### src/rtl/unified_mem_arbiter.sv
// Arbitrates one single-ported synchronous memory between data, fetch and debug
// requesters. Fixed priority data > fetch > debug, with fetch aging against data.
module unified_mem_arbiter #(
  parameter int XLEN       = 32,
  parameter int MEM_LAT    = 2,
  parameter int STARVE_MAX = 3
) (
  input  logic            clk_i,
  input  logic            rst_i,
  input  logic            d_req_i,
  input  logic            d_we_i,
  input  logic [3:0]      d_be_i,
  input  logic [XLEN-1:0] d_addr_i,
  input  logic [XLEN-1:0] d_wdata_i,
  output logic            d_gnt_o,
  output logic            d_rvalid_o,
  input  logic            f_req_i,
  input  logic [XLEN-1:0] f_addr_i,
  output logic            f_gnt_o,
  output logic            f_rvalid_o,
  input  logic            dbg_req_i,
  input  logic [XLEN-1:0] dbg_addr_i,
  output logic            dbg_gnt_o,
  output logic            dbg_rvalid_o,
  output logic [XLEN-1:0] rdata_o,
  output logic            mem_req_o,
  output logic            mem_we_o,
  output logic [3:0]      mem_be_o,
  output logic [XLEN-1:0] mem_addr_o,
  output logic [XLEN-1:0] mem_wdata_o,
  input  logic [XLEN-1:0] mem_rdata_i,
  output logic            busy_o
);

  // Handshake: a *_req_i level is granted by a one-cycle *_gnt_o pulse while IDLE;
  // reads answer later with a one-cycle *_rvalid_o, rdata_o valid in that cycle.

  localparam int LW = (MEM_LAT > 1) ? $clog2(MEM_LAT) : 1;
  localparam int SW = $clog2(STARVE_MAX + 1);

  typedef enum logic [1:0] {IDLE, ISSUE, WAIT, RESP} state_t;
  typedef enum logic [1:0] {ID_D, ID_F, ID_DBG} id_t;

  state_t          state_q, state_d;
  id_t             id_q, id_d;
  logic [LW-1:0]   cnt_q, cnt_d;
  logic [SW-1:0]   starve_q, starve_d;
  logic            we_q, we_d;
  logic [3:0]      be_q, be_d;
  logic [XLEN-1:0] addr_q, addr_d;
  logic [XLEN-1:0] wdata_q, wdata_d;
  logic [XLEN-1:0] rdata_q, rdata_d;
  logic            fetch_aged;

  always_comb begin
    state_d    = state_q;
    id_d       = id_q;
    cnt_d      = cnt_q;
    starve_d   = starve_q;
    we_d       = we_q;
    be_d       = be_q;
    addr_d     = addr_q;
    wdata_d    = wdata_q;
    rdata_d    = rdata_q;
    d_gnt_o    = 1'b0;
    f_gnt_o    = 1'b0;
    dbg_gnt_o  = 1'b0;
    fetch_aged = f_req_i && (starve_q == SW'(STARVE_MAX));
    case (state_q)
      IDLE: begin
        // Grants are suppressed while reset is held so no pulse escapes it.
        if (!rst_i) begin
          if (d_req_i && !fetch_aged) begin
            d_gnt_o = 1'b1;
            id_d    = ID_D;
            we_d    = d_we_i;
            be_d    = d_we_i ? d_be_i : 4'hF;
            addr_d  = d_addr_i;
            wdata_d = d_wdata_i;
            state_d = ISSUE;
            if (f_req_i && (starve_q != SW'(STARVE_MAX))) starve_d = starve_q + SW'(1);
          end else if (f_req_i) begin
            f_gnt_o  = 1'b1;
            id_d     = ID_F;
            we_d     = 1'b0;
            be_d     = 4'hF;
            addr_d   = f_addr_i;
            wdata_d  = '0;
            state_d  = ISSUE;
            starve_d = '0;
          end else if (dbg_req_i) begin
            dbg_gnt_o = 1'b1;
            id_d      = ID_DBG;
            we_d      = 1'b0;
            be_d      = 4'hF;
            addr_d    = dbg_addr_i;
            wdata_d   = '0;
            state_d   = ISSUE;
          end
        end
      end
      ISSUE: begin
        state_d = we_q ? IDLE : WAIT;
        cnt_d   = LW'(MEM_LAT - 1);
      end
      WAIT: begin
        if (cnt_q == '0) begin
          rdata_d = mem_rdata_i;
          state_d = RESP;
        end else begin
          cnt_d = cnt_q - LW'(1);
        end
      end
      RESP:    state_d = IDLE;
      default: state_d = IDLE;
    endcase
  end

  always_ff @(posedge clk_i or posedge rst_i) begin
    if (rst_i) begin
      state_q  <= IDLE;
      id_q     <= ID_D;
      cnt_q    <= '0;
      starve_q <= '0;
      we_q     <= 1'b0;
      be_q     <= '0;
      addr_q   <= '0;
      wdata_q  <= '0;
      rdata_q  <= '0;
    end else begin
      state_q  <= state_d;
      id_q     <= id_d;
      cnt_q    <= cnt_d;
      starve_q <= starve_d;
      we_q     <= we_d;
      be_q     <= be_d;
      addr_q   <= addr_d;
      wdata_q  <= wdata_d;
      rdata_q  <= rdata_d;
    end
  end

  assign mem_req_o    = (state_q == ISSUE);
  assign mem_we_o     = mem_req_o && we_q;
  assign mem_be_o     = be_q;
  assign mem_addr_o   = addr_q;
  assign mem_wdata_o  = wdata_q;
  assign rdata_o      = rdata_q;
  assign busy_o       = (state_q != IDLE);
  assign d_rvalid_o   = (state_q == RESP) && (id_q == ID_D);
  assign f_rvalid_o   = (state_q == RESP) && (id_q == ID_F);
  assign dbg_rvalid_o = (state_q == RESP) && (id_q == ID_DBG);

endmodule

### config.mk
export PLATFORM = sky130hd
export DESIGN_NAME = unified_mem_arbiter
export DESIGN_NICKNAME = d
export VERILOG_FILES = /design/src/rtl/unified_mem_arbiter.sv
export SDC_FILE = /design/constraint.sdc
export NUM_CORES = 1
export LEC_CHECK = 0
export ABC_CLOCK_PERIOD_IN_PS = 6500
export CORE_MARGIN = 2
export CORE_UTILIZATION = 41
export CTS_CLUSTER_SIZE = 10
export DETAILED_ROUTE_END_ITERATION = 10
export PLACE_DENSITY = 0.92
export SKIP_CTS_REPAIR_TIMING = 1
export SLEW_MARGIN = 5
export SYNTH_ARGS = -nofsm -noshare
export SYNTH_HDL_FRONTEND = slang
export SYNTH_SLANG_ARGS = --single-unit
### constraint.sdc
create_clock -name clk_i -period 6.5 [get_ports clk_i]
set_input_delay 1.3 -clock clk_i [delete_from_list [all_inputs] [get_ports clk_i]]
set_output_delay 1.3 -clock clk_i [all_outputs]
set_load 0.01 [all_outputs]
==> metrics.json, run 1 <==
{
  "status": "complete, no violations",
  "clk_path_buf_depth": 2,
  "gp_routability_congestion": 0.7755,
  "grtUsageTotal_pct": 22.19,
  "dpl.hpwl_mm": 10.93,
  "nFillCells": 868,
  "yosys_most_used_dff": "sky130_fd_sc_hd__dfrtp_1",
  "netlist_area_pre_place_um2": 4852,
  "grt_setup_unrepaired": "no",
  "post-synth-top-area-cell": "sky130_fd_sc_hd__dfrtp_1",
  "timing.setup.critical_path_class": "primary input to output pin",
  "grt_pass1_vias": 4438,
  "syn_area_per_cell_um2": 12.87,
  "power.density_nw_per_um2": 376.4,
  "worstPathRequired_ns": 5.20,
  "timing.critical_path.fanout_max": 15,
  "number_of_enable_type_register_cells_in_the_synthesized_netlist": 0,
  "min_period_over_period_pct": 75.24,
  "ff_latch_area_um2": 2703,
  "clock_sinks": 108,
  "synth_top_cells_by_count": "sky130_fd_sc_hd__dfrtp_1, sky130_fd_sc_hd__o21ai_1, sky130_fd_sc_hd__a22o_1, sky130_fd_sc_hd__mux2_2, sky130_fd_sc_hd__mux2i_1",
  "fraction_of_synthesis_flops_using_an_asynchronous_set_or_reset_pin_pct": 100.0,
  "antenna_left": 0,
  "cpMaxStageDelayCell": "sky130_fd_sc_hd__clkdlybuf4s50_1",
  "cts_tree": "built",
  "remaining_drc_errors": 0,
  "routedWlPerCell_um": 18.01,
  "antenna_cells": 0,
  "rows": 39,
  "maxClockFrequency_mhz": 204.5,
  "io_buffer_count": 278,
  "sequential_cell_area_fraction_in_the_yosys_report_pct": 55.70,
  "fp.dieArea_um2": 12720,
  "cts.reportedPaths.clkPinSlew_ns": 0.07,
  "globalRouteOverflowTotal": 0,
  "ys.warnings.count": 0,
  "route.final.wire_length_mm": 14.25,
  "fp.dieW_um": 112.8,
  "ioPinCount": 279,
  "ys_types": 33,
  "avgViaCountPerCell": 5.201,
  "finalNetCount": 818,
  "critical-path-max-stage-delay_ns": 0.67,
  "synthesis.nets": 552,
  "area_growth_syn_to_layout_pct": 64.93,
  "cts_htree_levels": 3,
  "end_kind": "output pin",
  "global_route_wire_length_before_repair_mm": 22.39,
  "slew_violations": 0,
  "synth_top_area_share_pct": 55.70,
  "multiInputGateArea_um2": 1979,
  "total_of_flip_flops_plus_latches_after_synthesis": 108,
  "timing.critical_path.mode_cell": "sky130_fd_sc_hd__clkdlybuf4s50_1",
  "cp_cell_sequence": "clkdlybuf4s50_1, nand2b_1, nor4b_1, clkdlybuf4s50_1",
  "final_util_pct": 69.79,
  "drt_pass1_iterations": 4,
  "via_count": 4114,
  "antenna_found_initial": 0,
  "timing.final.setup_violations": 0,
  "initial_core_util_pct": 42.31,
  "time_the_worst_path_needs_with_i_o_delays_and_setup_ns": 4.891,
  "first_iter_violations": 112,
  "netlist_top_cells_area": "sky130_fd_sc_hd__dfrtp_1, sky130_fd_sc_hd__mux2_2, sky130_fd_sc_hd__mux2_1",
  "crit_path_start_kind": "primary input",
  "clkLatencyLatePin_ns": 0.34,
  "clock_root_buffer_master": "sky130_fd_sc_hd__clkbuf_16",
  "layout-drive-gt1-share_pct": 9.877,
  "rrSetupSlack_ns": 4.42,
  "tns_ns": 0,
  "skew_ns": 0.005989,
  "placeableCoreArea_um2": 11470,
  "worst_slew_pin_slew_ns": 0.8704,
  "vdd_drop_max_mv": 0.2075,
  "max_slew_margin_pct": 41.97,
  "chipHeight_um": 112.8,
  "worstHoldPathType": "register to register",
  "timing.critical_path.arrival_ns": 3.59,
  "cts_buffers": 9,
  "timing_hold_violations_final": 0,
  "maximum_number_of_pins_on_one_net_before_global_route_repair": 67,
  "netlist_instances": 377,
  "yosysMostFrequentCell": "sky130_fd_sc_hd__dfrtp_1",
  "drv_cap": 0,
  "leakage_uw": 0.003441
}
final cells by class:
type	instances	share of cell area, %
clock buffer	9	2.814
clock inverter	7	0.8599
inverter	6	0.3127
multi-input combinational	234	24.73
sequential	108	33.77
tap	143	2.236
timing repair buffer	284	35.27
sequential cells by signal, indices dropped and copies added (netlist names), named ones only:
name,cells
mem_be_o,4
rdata_o,32
id_q,2
cnt_q,1
mem_wdata_o,32
we_q,1
starve_q,2
mem_addr_o,32
state_q,1
power breakdown:
part	switching (µW)	internal [µW]
clock	260	269
combinational	561	799
sequential	162	961
total	983	2030
worst max-delay path, delay by kind of cell:
kind / cells / cell delay, ns
buffers and inverters: 2 / 1.18
AND/OR/NAND/NOR: 2 / 1.10
worst paths after layout:
path                                        end        start  cells past startpoint
worst min register to register      rdata_o[15]  rdata_o[15]                      1
worst min-delay path                rdata_o[15]  rdata_o[15]                      1
max in group asynchronous        mem_addr_o[28]        rst_i                      3
worst max register to register  mem_wdata_o[30]   state_q[0]                      5
worst max-delay path                  dbg_gnt_o        rst_i                      4
min in group asynchronous                 cnt_q        rst_i                      2
through the flow:
step / hold WS, ns / std cells / instance area (µm²) / power [µW] / setup WS [ns]
global route: 0.5149 / 791 / 8003 / 3185 / 1.526
detailed placement: 0.4760 / 775 / 7704 / 2504 / 1.629
floorplan: 0.4648 / 377 / 4852 / 1691 / 2.354
global placement: 0.4675 / 775 / 7704 / 2437 / 1.814
finish: 0.4853 / 791 / 8003 / 3012 / 1.609
CTS: 0.4924 / 791 / 7998 / 3041 / 1.614
layout by cell type, fill, tap and decap left out, drive strengths merged:
cell           count
clkbuf             9
dfrtp            108
nand3              1
o22a               4
mux2i             33
a21bo              1
a22o              33
nor2               6
nor2b              2
o21ai             65
or3                1
inv                8
ha                 5
a21oi              2
nor3b              2
a22oi              1
mux2              65
clkinv             5
nand2              1
or4b               1
nor4b              1
nor3               1
clkdlybuf4s50    277
a21o               2
nand2b             3
and3               2
nand3b             1
and2               1
buf                7
per-layer routing:
metal  vias to the layer above  track usage [%]  wire length [µm]
li1                       1912                -                 -
met1                      1979            24.61              5286
met2                       188            40.40              7484
met3                        35            5.142              1062
met4                         0            10.00               416
met5                         -                0                 0
cell families after synthesis:
group                      share of synthesized area (%)
and+or+nand+nor                                    3.017
DFF                                                55.70
buffers and inverters                              3.842
muxes                                              21.89
adders and majority gates                          1.289
AOI/OAI and AO/OA                                  14.26
Power figures use the tool's default switching activity.
==> run 2: changes to the inputs <==
--- a/config.mk
+++ b/config.mk
@@ -5,12 +5,12 @@
 export SDC_FILE = /design/constraint.sdc
 export NUM_CORES = 1
 export LEC_CHECK = 0
-export ABC_CLOCK_PERIOD_IN_PS = 6500
+export ABC_CLOCK_PERIOD_IN_PS = 4700
 export CORE_MARGIN = 2
-export CORE_UTILIZATION = 41
+export CORE_UTILIZATION = 38
 export CTS_CLUSTER_SIZE = 10
 export DETAILED_ROUTE_END_ITERATION = 10
-export PLACE_DENSITY = 0.92
+export PLACE_DENSITY = 0.86
 export SKIP_CTS_REPAIR_TIMING = 1
 export SLEW_MARGIN = 5
 export SYNTH_ARGS = -nofsm -noshare
==> constraint.sdc (replaced) <==
create_clock -name clk_i -period 4.7 [get_ports clk_i]
set_input_delay 0.94 -clock clk_i [delete_from_list [all_inputs] [get_ports clk_i]]
set_output_delay 0.94 -clock clk_i [all_outputs]
set_load 0.01 [all_outputs]
==> run 2 against run 1 <==
- sequential share of layout area is 0.13 points lower
- via count decreased by 1.0%
- sequential power up 38%
- critical path type unchanged
- largest cell class unchanged
- highest routed layer unchanged
==> metrics.json, run 2 (synthesis gave the netlist of run 1 again) <==
{
  "status": "complete, no violations",
  "cp_cell_sequence": "clkdlybuf4s50_1, nand2b_1, nor4b_1, clkdlybuf4s50_1",
  "cts_htree_levels": {"value": 3, "change": "unchanged"},
  "maximum_number_of_pins_on_one_net_before_global_route_repair": {"value": 84, "change": "+25%"},
  "via_count": {"value": 4072, "change": "-1.0%"},
  "tns": {"value": 0, "unit": "ns", "change": "unchanged"},
  "maxClockFrequency_mhz": 274.7,
  "final_util": {"value": 63.91, "unit": "%", "change": "-5.9 points"},
  "clock_sinks": {"value": 108, "change": "unchanged"},
  "timing.critical_path.arrival": {"value": 2.70, "unit": "ns", "change": "-0.89 ns"},
  "placeableCoreArea": {"value": 12570, "unit": "µm²", "change": "+9.6%"},
  "most_used_cells_in_the_layout_excluding_fill_and_tap_cells": "sky130_fd_sc_hd__clkdlybuf4s50_1, sky130_fd_sc_hd__dfrtp_1, sky130_fd_sc_hd__o21ai_1",
  "rrSetupSlack": {"value": 2.47, "unit": "ns", "change": "-1.95 ns"},
  "cts.reportedPaths.clkPinSlew": {"value": 0.07, "unit": "ns", "change": "about the same"},
  "final_cells": {"value": 822, "change": "+3.9%"},
  "worstHoldPathType": "register to register",
  "timing.critical_path.mode_cell": "sky130_fd_sc_hd__clkdlybuf4s50_1",
  "rows": {"value": 41, "change": "+5.1%"},
  "cts_buffers": {"value": 9, "change": "unchanged"},
  "first_iter_violations": {"value": 171, "change": "+53%"},
  "drv_cap": {"value": 0, "change": "unchanged"},
  "clk_path_buf_depth": {"value": 2, "change": "unchanged"},
  "slew_violations": {"value": 0, "change": "unchanged"},
  "end_kind": "output pin",
  "clkLatencyLatePin": {"value": 0.34, "unit": "ns", "change": "about the same"},
  "critical-path-max-stage-delay": {"value": 0.63, "unit": "ns", "change": "-0.04 ns"},
  "finalNetCount": {"value": 820, "change": "+0.24%"},
  "drt_pass1_iterations": {"value": 4, "change": "unchanged"},
  "leakage": {"value": 0.003440, "unit": "µW", "change": "about the same"},
  "skew": {"value": 0.01050, "unit": "ns", "change": "+0.004513 ns"},
  "fp.dieArea": {"value": 13690, "unit": "µm²", "change": "+7.6%"},
  "routedWlPerCell": {"value": 17.23, "unit": "µm", "change": "-4.4%"},
  "clock_root_buffer_master": "sky130_fd_sc_hd__clkbuf_16",
  "time_the_worst_path_needs_with_i_o_delays_and_setup_ns": 3.641,
  "pre_cts_slack": {"value": 1.084, "unit": "ns", "change": "-0.5450 ns"},
  "initial_core_util": {"value": 38.61, "unit": "%", "change": "-3.7 points"},
  "antenna_left": {"value": 0, "change": "unchanged"},
  "grt_setup_unrepaired": "no",
  "worstPathRequired": {"value": 3.76, "unit": "ns", "change": "-1.44 ns"},
  "io_buffer_count": {"value": 278, "change": "unchanged"},
  "post-place-cells": {"value": 806, "change": "+4.0%"},
  "globalRouteMet3Util": {"value": 4.480, "unit": "%", "change": "-0.66 points"},
  "layout-drive-gt1-share": {"value": 10.00, "unit": "%", "change": "+0.12 points"},
  "max_slew_margin": {"value": 32.78, "unit": "%", "change": "-9.2 points"},
  "antenna_cells": {"value": 0, "change": "unchanged"},
  "met2_usage": {"value": 37.42, "unit": "%", "change": "-3.0 points"},
  "power.density": {"value": 514.9, "unit": "nW/µm²", "change": "+37%"},
  "antenna_found_initial": {"value": 0, "change": "unchanged"},
  "fp.dieW": {"value": 117, "unit": "µm", "change": "+3.7%"},
  "global_route_wire_length_before_repair": {"value": 21.33, "unit": "mm", "change": "-4.7%"},
  "grt.met1_usage": {"value": 22.43, "unit": "%", "change": "-2.2 points"},
  "path_buf_inv": {"value": 2, "change": "unchanged"},
  "post-route-worst-setup-slack": {"value": 1.059, "unit": "ns", "change": "-0.5503 ns"},
  "mostFrequentLayoutCell": "sky130_fd_sc_hd__clkdlybuf4s50_1",
  "critical_path.top_delay_family": "buffers and inverters",
  "area_growth_syn_to_layout_pct": 65.55,
  "globalRouteOverflowTotal": {"value": 0, "change": "unchanged"},
  "worst_slew_pin_slew": {"value": 1.008, "unit": "ns", "change": "+0.1379 ns"},
  "timing_hold_violations_final": {"value": 0, "change": "unchanged"},
  "avgViaCountPerCell": {"value": 4.954, "change": "-4.8%"},
  "min_period_over_period_pct": 77.47,
  "chipHeight": {"value": 117, "unit": "µm", "change": "+3.7%"},
  "cts_tree": "built",
  "timing.final.setup_violations": {"value": 0, "change": "unchanged"},
  "timing.setup.critical_path_class": "primary input to output pin",
  "vdd_drop_max": {"value": 0.2479, "unit": "mV", "change": "+20%"},
  "route.final.wire_length": {"value": 14.16, "unit": "mm", "change": "-0.60%"},
  "grtUsageTotal": {"value": 20.22, "unit": "%", "change": "-2.0 points"},
  "timing.critical_path.fanout_max": {"value": 5, "change": "-10"},
  "grt_pass1_vias": {"value": 4291, "change": "-3.3%"},
  "dpl.hpwl": {"value": 10.76, "unit": "mm", "change": "-1.6%"},
  "gp_routability_congestion": {"value": 0.8082, "change": "+4.2%"},
  "grt-busiest-layer": "met2",
  "crit_path_start_kind": "primary input",
  "ioPinCount": {"value": 279, "change": "unchanged"},
  "remaining_drc_errors": {"value": 0, "change": "unchanged"},
  "cpMaxStageDelayCell": "sky130_fd_sc_hd__clkdlybuf4s50_1"
}
## run 2: cell count changes in the layout (fill, tap and decap cells not counted), sizes merged
cell,previous run,this run
clkinvlp,0,1
inv,8,7
clkbuf,9,11
buf,7,9
clkinv,5,3
## run 2: where the power goes
part	internal [µW]	switching, µW
combinational	1110	775
clock	375	330
sequential	1330	218
total	2810	1320
## run 2: path summary, 6_finish.rpt
| check | start | to | cells past startpoint |
|---|---|---|---|
| min in group asynchronous | rst_i | mem_addr_o[18] | 2 |
| worst min register to register | rdata_o[28] | rdata_o[28] | 1 |
| worst max register to register | state_q[0] | mem_addr_o[20] | 6 |
| max in group asynchronous | rst_i | rdata_o[25] | 3 |
| worst max-delay path | rst_i | dbg_gnt_o | 4 |
| worst min-delay path | rdata_o[28] | rdata_o[28] | 1 |
## run 2: metrics by stage
stage          total power, µW  instance area (µm²)  hold slack, ns
2_1_floorplan             2339                 4852          0.4648
3_3_place_gp              3380                 7755          0.4659
3_5_place_dp              3458                 7755          0.4746
4_1_cts                   4185                 8033          0.4910
5_1_grt                   4391                 8033          0.5022
6_report                  4136                 8033          0.4856
## run 2: per-layer routing
layer	up-vias	wire, µm
met5	-	0
met4	0	388
met3	31	898
li1	1915	-
met2	161	7549
met1	1965	5326
## run 2: final cells by class
class	count	area (µm²)
clock buffer	11	242.7
clock inverter	5	35.03
fill	992	4536
inverter	6	25.02
multi-input combinational	234	1974
sequential	108	2703
tap	172	215.2
timing repair buffer	286	2838
==> run 3: changes to the inputs <==
--- a/config.mk
+++ b/config.mk
@@ -5,12 +5,12 @@
 export SDC_FILE = /design/constraint.sdc
 export NUM_CORES = 1
 export LEC_CHECK = 0
-export ABC_CLOCK_PERIOD_IN_PS = 4700
+export ABC_CLOCK_PERIOD_IN_PS = 3050
 export CORE_MARGIN = 2
-export CORE_UTILIZATION = 38
+export CORE_UTILIZATION = 35
 export CTS_CLUSTER_SIZE = 10
 export DETAILED_ROUTE_END_ITERATION = 10
-export PLACE_DENSITY = 0.86
+export PLACE_DENSITY = 0.84
 export SKIP_CTS_REPAIR_TIMING = 1
 export SLEW_MARGIN = 5
 export SYNTH_ARGS = -nofsm -noshare
==> constraint.sdc (replaced) <==
create_clock -name clk_i -period 3.05 [get_ports clk_i]
set_input_delay 0.61 -clock clk_i [delete_from_list [all_inputs] [get_ports clk_i]]
set_output_delay 0.61 -clock clk_i [all_outputs]
set_load 0.01 [all_outputs]
==> run 3 against run 2 <==
- sequential share of layout area decreased by 0.38 points
- register-to-register slack got worse by 1.5 ns
- sequential power is 54% higher
- utilization decreased by 4.7 points
- cell count rose by 1.3%
- count of clock-buffer cells in the layout unchanged
- clock skew decreased by 0.0055 ns
- die area is 8.3% higher
- first-iteration DRC count up 37%
- via count up 1.0%
- sequential cell count stayed put
- global-route usage decreased by 0.57 points
- critical path type is now register to output pin
- largest cell class unchanged
- highest routed layer unchanged
==> metrics.json, run 3 (synthesis gave the netlist of run 1 again) <==
{
  "maximum_number_of_pins_on_one_net_before_global_route_repair": {"value": 54, "change": "-36%"},
  "max_slew_margin": {"value": 62.64, "unit": "%", "change": "+30 points"},
  "grt_pass1_vias": {"value": 4444, "change": "+3.6%"},
  "cts_tree": "built",
  "initial_core_util": {"value": 35.37, "unit": "%", "change": "-3.2 points"},
  "crit_path_start_kind": "register",
  "routedWlPerCell": {"value": 17.62, "unit": "µm", "change": "+2.2%"},
  "clock_root_buffer_master": "sky130_fd_sc_hd__clkbuf_16",
  "vdd_drop_max": {"value": 0.5304, "unit": "mV", "change": "+110%"},
  "ff_latch_area": {"value": 2703, "unit": "µm²", "change": "unchanged"},
  "clk_path_buf_depth": {"value": 2, "change": "unchanged"},
  "nFillCells": {"value": 1104, "change": "+11%"},
  "timing.critical_path.fanout_max": {"value": 7, "change": "+2"},
  "route.final.wire_length": {"value": 14.68, "unit": "mm", "change": "+3.6%"},
  "status": "complete, no violations",
  "end_kind": "output pin",
  "cts_htree_levels": {"value": 3, "change": "unchanged"},
  "dpl.hpwl": {"value": 11.35, "unit": "mm", "change": "+5.5%"},
  "time_the_worst_path_needs_with_i_o_delays_and_setup_ns": 2.903,
  "grtUsageTotal": {"value": 19.65, "unit": "%", "change": "-0.57 points"},
  "comb_power_share": {"value": 44.6, "unit": "%", "change": "-0.9 points"},
  "multiInputGateArea": {"value": 1981, "unit": "µm²", "change": "+0.32%"},
  "maxClockFrequency_mhz": 344.5,
  "p_int": {"value": 4458, "unit": "µW", "change": "+58%"},
  "slew_violations": {"value": 0, "change": "unchanged"},
  "ioPinCount": {"value": 279, "change": "unchanged"},
  "worstHoldPathType": "register to register",
  "most_used_cells_in_the_layout_excluding_fill_and_tap_cells": "sky130_fd_sc_hd__clkdlybuf4s50_1, sky130_fd_sc_hd__dfrtp_1, sky130_fd_sc_hd__o21ai_1",
  "drt_pass1_iterations": {"value": 4, "change": "unchanged"},
  "final_util": {"value": 59.22, "unit": "%", "change": "-4.7 points"},
  "grt_setup_unrepaired": "no",
  "mostFrequentLayoutCell": "sky130_fd_sc_hd__clkdlybuf4s50_1",
  "first_iter_violations": {"value": 235, "change": "+37%"},
  "remaining_drc_errors": {"value": 0, "change": "unchanged"},
  "antenna_left": {"value": 0, "change": "unchanged"},
  "cts.reportedPaths.clkPinSlew": {"value": 0.07, "unit": "ns", "change": "about the same"},
  "drv_cap": {"value": 0, "change": "unchanged"},
  "post-route-worst-setup-slack": {"value": 0.1471, "unit": "ns", "change": "-0.9120 ns"},
  "netSwitchingFraction": {"value": 31.79, "unit": "%", "change": "-0.19 points"},
  "chipHeight": {"value": 121.7, "unit": "µm", "change": "+4.1%"},
  "min_period_over_period_pct": 95.18,
  "clkLatencyLatePin": {"value": 0.35, "unit": "ns", "change": "about the same"},
  "clock_sinks": {"value": 108, "change": "unchanged"},
  "worst_slew_pin_slew": {"value": 0.5604, "unit": "ns", "change": "-0.4479 ns"},
  "antenna_cells": {"value": 0, "change": "unchanged"},
  "via_count": {"value": 4113, "change": "+1.0%"},
  "timing.final.setup_violations": {"value": 0, "change": "unchanged"},
  "pre_cts_slack": {"value": 0.06546, "unit": "ns", "change": "-1.019 ns"},
  "clock_power_share": {"value": 18.7, "unit": "%", "change": "+1.6 points"},
  "timing.setup.critical_path_class": "register to output pin",
  "fp.dieW": {"value": 121.7, "unit": "µm", "change": "+4.1%"},
  "share_seq_of_total_power": {"value": 36.6, "unit": "%", "change": "-0.8 points"},
  "worstPathRequired": {"value": 2.44, "unit": "ns", "change": "-1.32 ns"},
  "rows": {"value": 43, "change": "+4.9%"},
  "io_buffer_count": {"value": 278, "change": "unchanged"},
  "timing.critical_path.arrival": {"value": 2.29, "unit": "ns", "change": "-0.41 ns"},
  "timing_hold_violations_final": {"value": 0, "change": "unchanged"},
  "area_growth_syn_to_layout_pct": 67.46,
  "gp_routability_congestion": {"value": 0.7781, "change": "-3.7%"},
  "power.density": {"value": 804.3, "unit": "nW/µm²", "change": "+56%"},
  "cts_buffers": {"value": 9, "change": "unchanged"},
  "antenna_found_initial": {"value": 0, "change": "unchanged"},
  "global_route_wire_length_before_repair": {"value": 22.62, "unit": "mm", "change": "+6.0%"},
  "avgViaCountPerCell": {"value": 4.938, "change": "-0.33%"},
  "skew": {"value": 0.005050, "unit": "ns", "change": "-0.005452 ns"},
  "finalNetCount": {"value": 823, "change": "+0.37%"},
  "globalRouteOverflowTotal": {"value": 0, "change": "unchanged"},
  "fp.dieArea": {"value": 14820, "unit": "µm²", "change": "+8.3%"},
  "placeableCoreArea": {"value": 13720, "unit": "µm²", "change": "+9.2%"},
  "layout-drive-gt1-share": {"value": 10.72, "unit": "%", "change": "+0.72 points"},
  "leakage": {"value": 0.003477, "unit": "µW", "change": "+1.1%"},
  "total_switching_power": {"value": 2078, "unit": "µW", "change": "+57%"}
}
## run 3: cell count changes in the layout (fill, tap and decap cells not counted)
cell	before	now
sky130_fd_sc_hd__buf_4	8	10
sky130_fd_sc_hd__clkinv_2	2	0
sky130_fd_sc_hd__inv_6	1	3
sky130_fd_sc_hd__buf_12	0	1
sky130_fd_sc_hd__bufinv_16	0	1
sky130_fd_sc_hd__clkbuf_1	1	0
sky130_fd_sc_hd__clkbuf_8	1	2
sky130_fd_sc_hd__inv_4	1	0
sky130_fd_sc_hd__nor4b_1	1	0
sky130_fd_sc_hd__nor4b_2	0	1
## run 3: worst max-delay path, cell delays in order, from the launching register on
cell                              delay (ns)
sky130_fd_sc_hd__dfrtp_1                0.43
sky130_fd_sc_hd__inv_1                  0.10
sky130_fd_sc_hd__ha_1                   0.29
sky130_fd_sc_hd__nand2b_1               0.17
sky130_fd_sc_hd__nor4b_2                0.36
sky130_fd_sc_hd__clkdlybuf4s50_1        0.60
## run 3: power by group through the flow
stage / clock network, µW / registers, µW / logic [µW]
global placement: 0 / 2370 / 2870
global route: 1330 / 2470 / 3130
detailed placement: 0 / 2420 / 2940
CTS: 1270 / 2400 / 2960
finish: 1220 / 2390 / 2920
floorplan: 0 / 2640 / 964
## run 3: area by class of cell
class	count	area share, %
clock buffer	11	3.111
multi-input combinational	234	24.38
inverter	6	0.3234
tap	180	2.772
clock inverter	5	0.8007
sequential	108	33.26
timing repair buffer	289	35.36
## run 3: metrics by stage
| step | total power [µW] | cell area (µm²) | cells | hold WS [ns] | setup TNS, ns |
|---|---|---|---|---|---|
| global route | 6937 | 8125 | 833 | 0.5101 | 0 |
| floorplan | 3604 | 4856 | 377 | 0.4648 | 0 |
| CTS | 6622 | 8119 | 833 | 0.4914 | -0.02224 |
| finish | 6535 | 8125 | 833 | 0.4844 | 0 |
| detailed placement | 5357 | 7801 | 817 | 0.4746 | 0 |
| global placement | 5239 | 7801 | 817 | 0.4675 | 0 |
## run 3: worst paths after layout
check                            start               to  slack (ns)  depth (start not counted)
hold / removal             rdata_o[24]      rdata_o[24]        0.48                          1
max in group asynchronous        rst_i  mem_wdata_o[21]        1.44                          4
hold reg to reg            rdata_o[24]      rdata_o[24]        0.48                          1
setup reg to reg            state_q[0]      rdata_o[29]        0.99                          5
setup / recovery            state_q[0]        dbg_gnt_o        0.15                          5
min in group asynchronous        rst_i       rdata_o[5]        0.81                          3
## run 3: routing by layer
layer  wire length, µm  share of wire, %  global-route usage (%)
met1              5361                37                   20.84
met2              8064                55                   36.94
met3              1006               6.9                   6.367
met4               243               1.7                   5.675
met5                 0                 0                       0
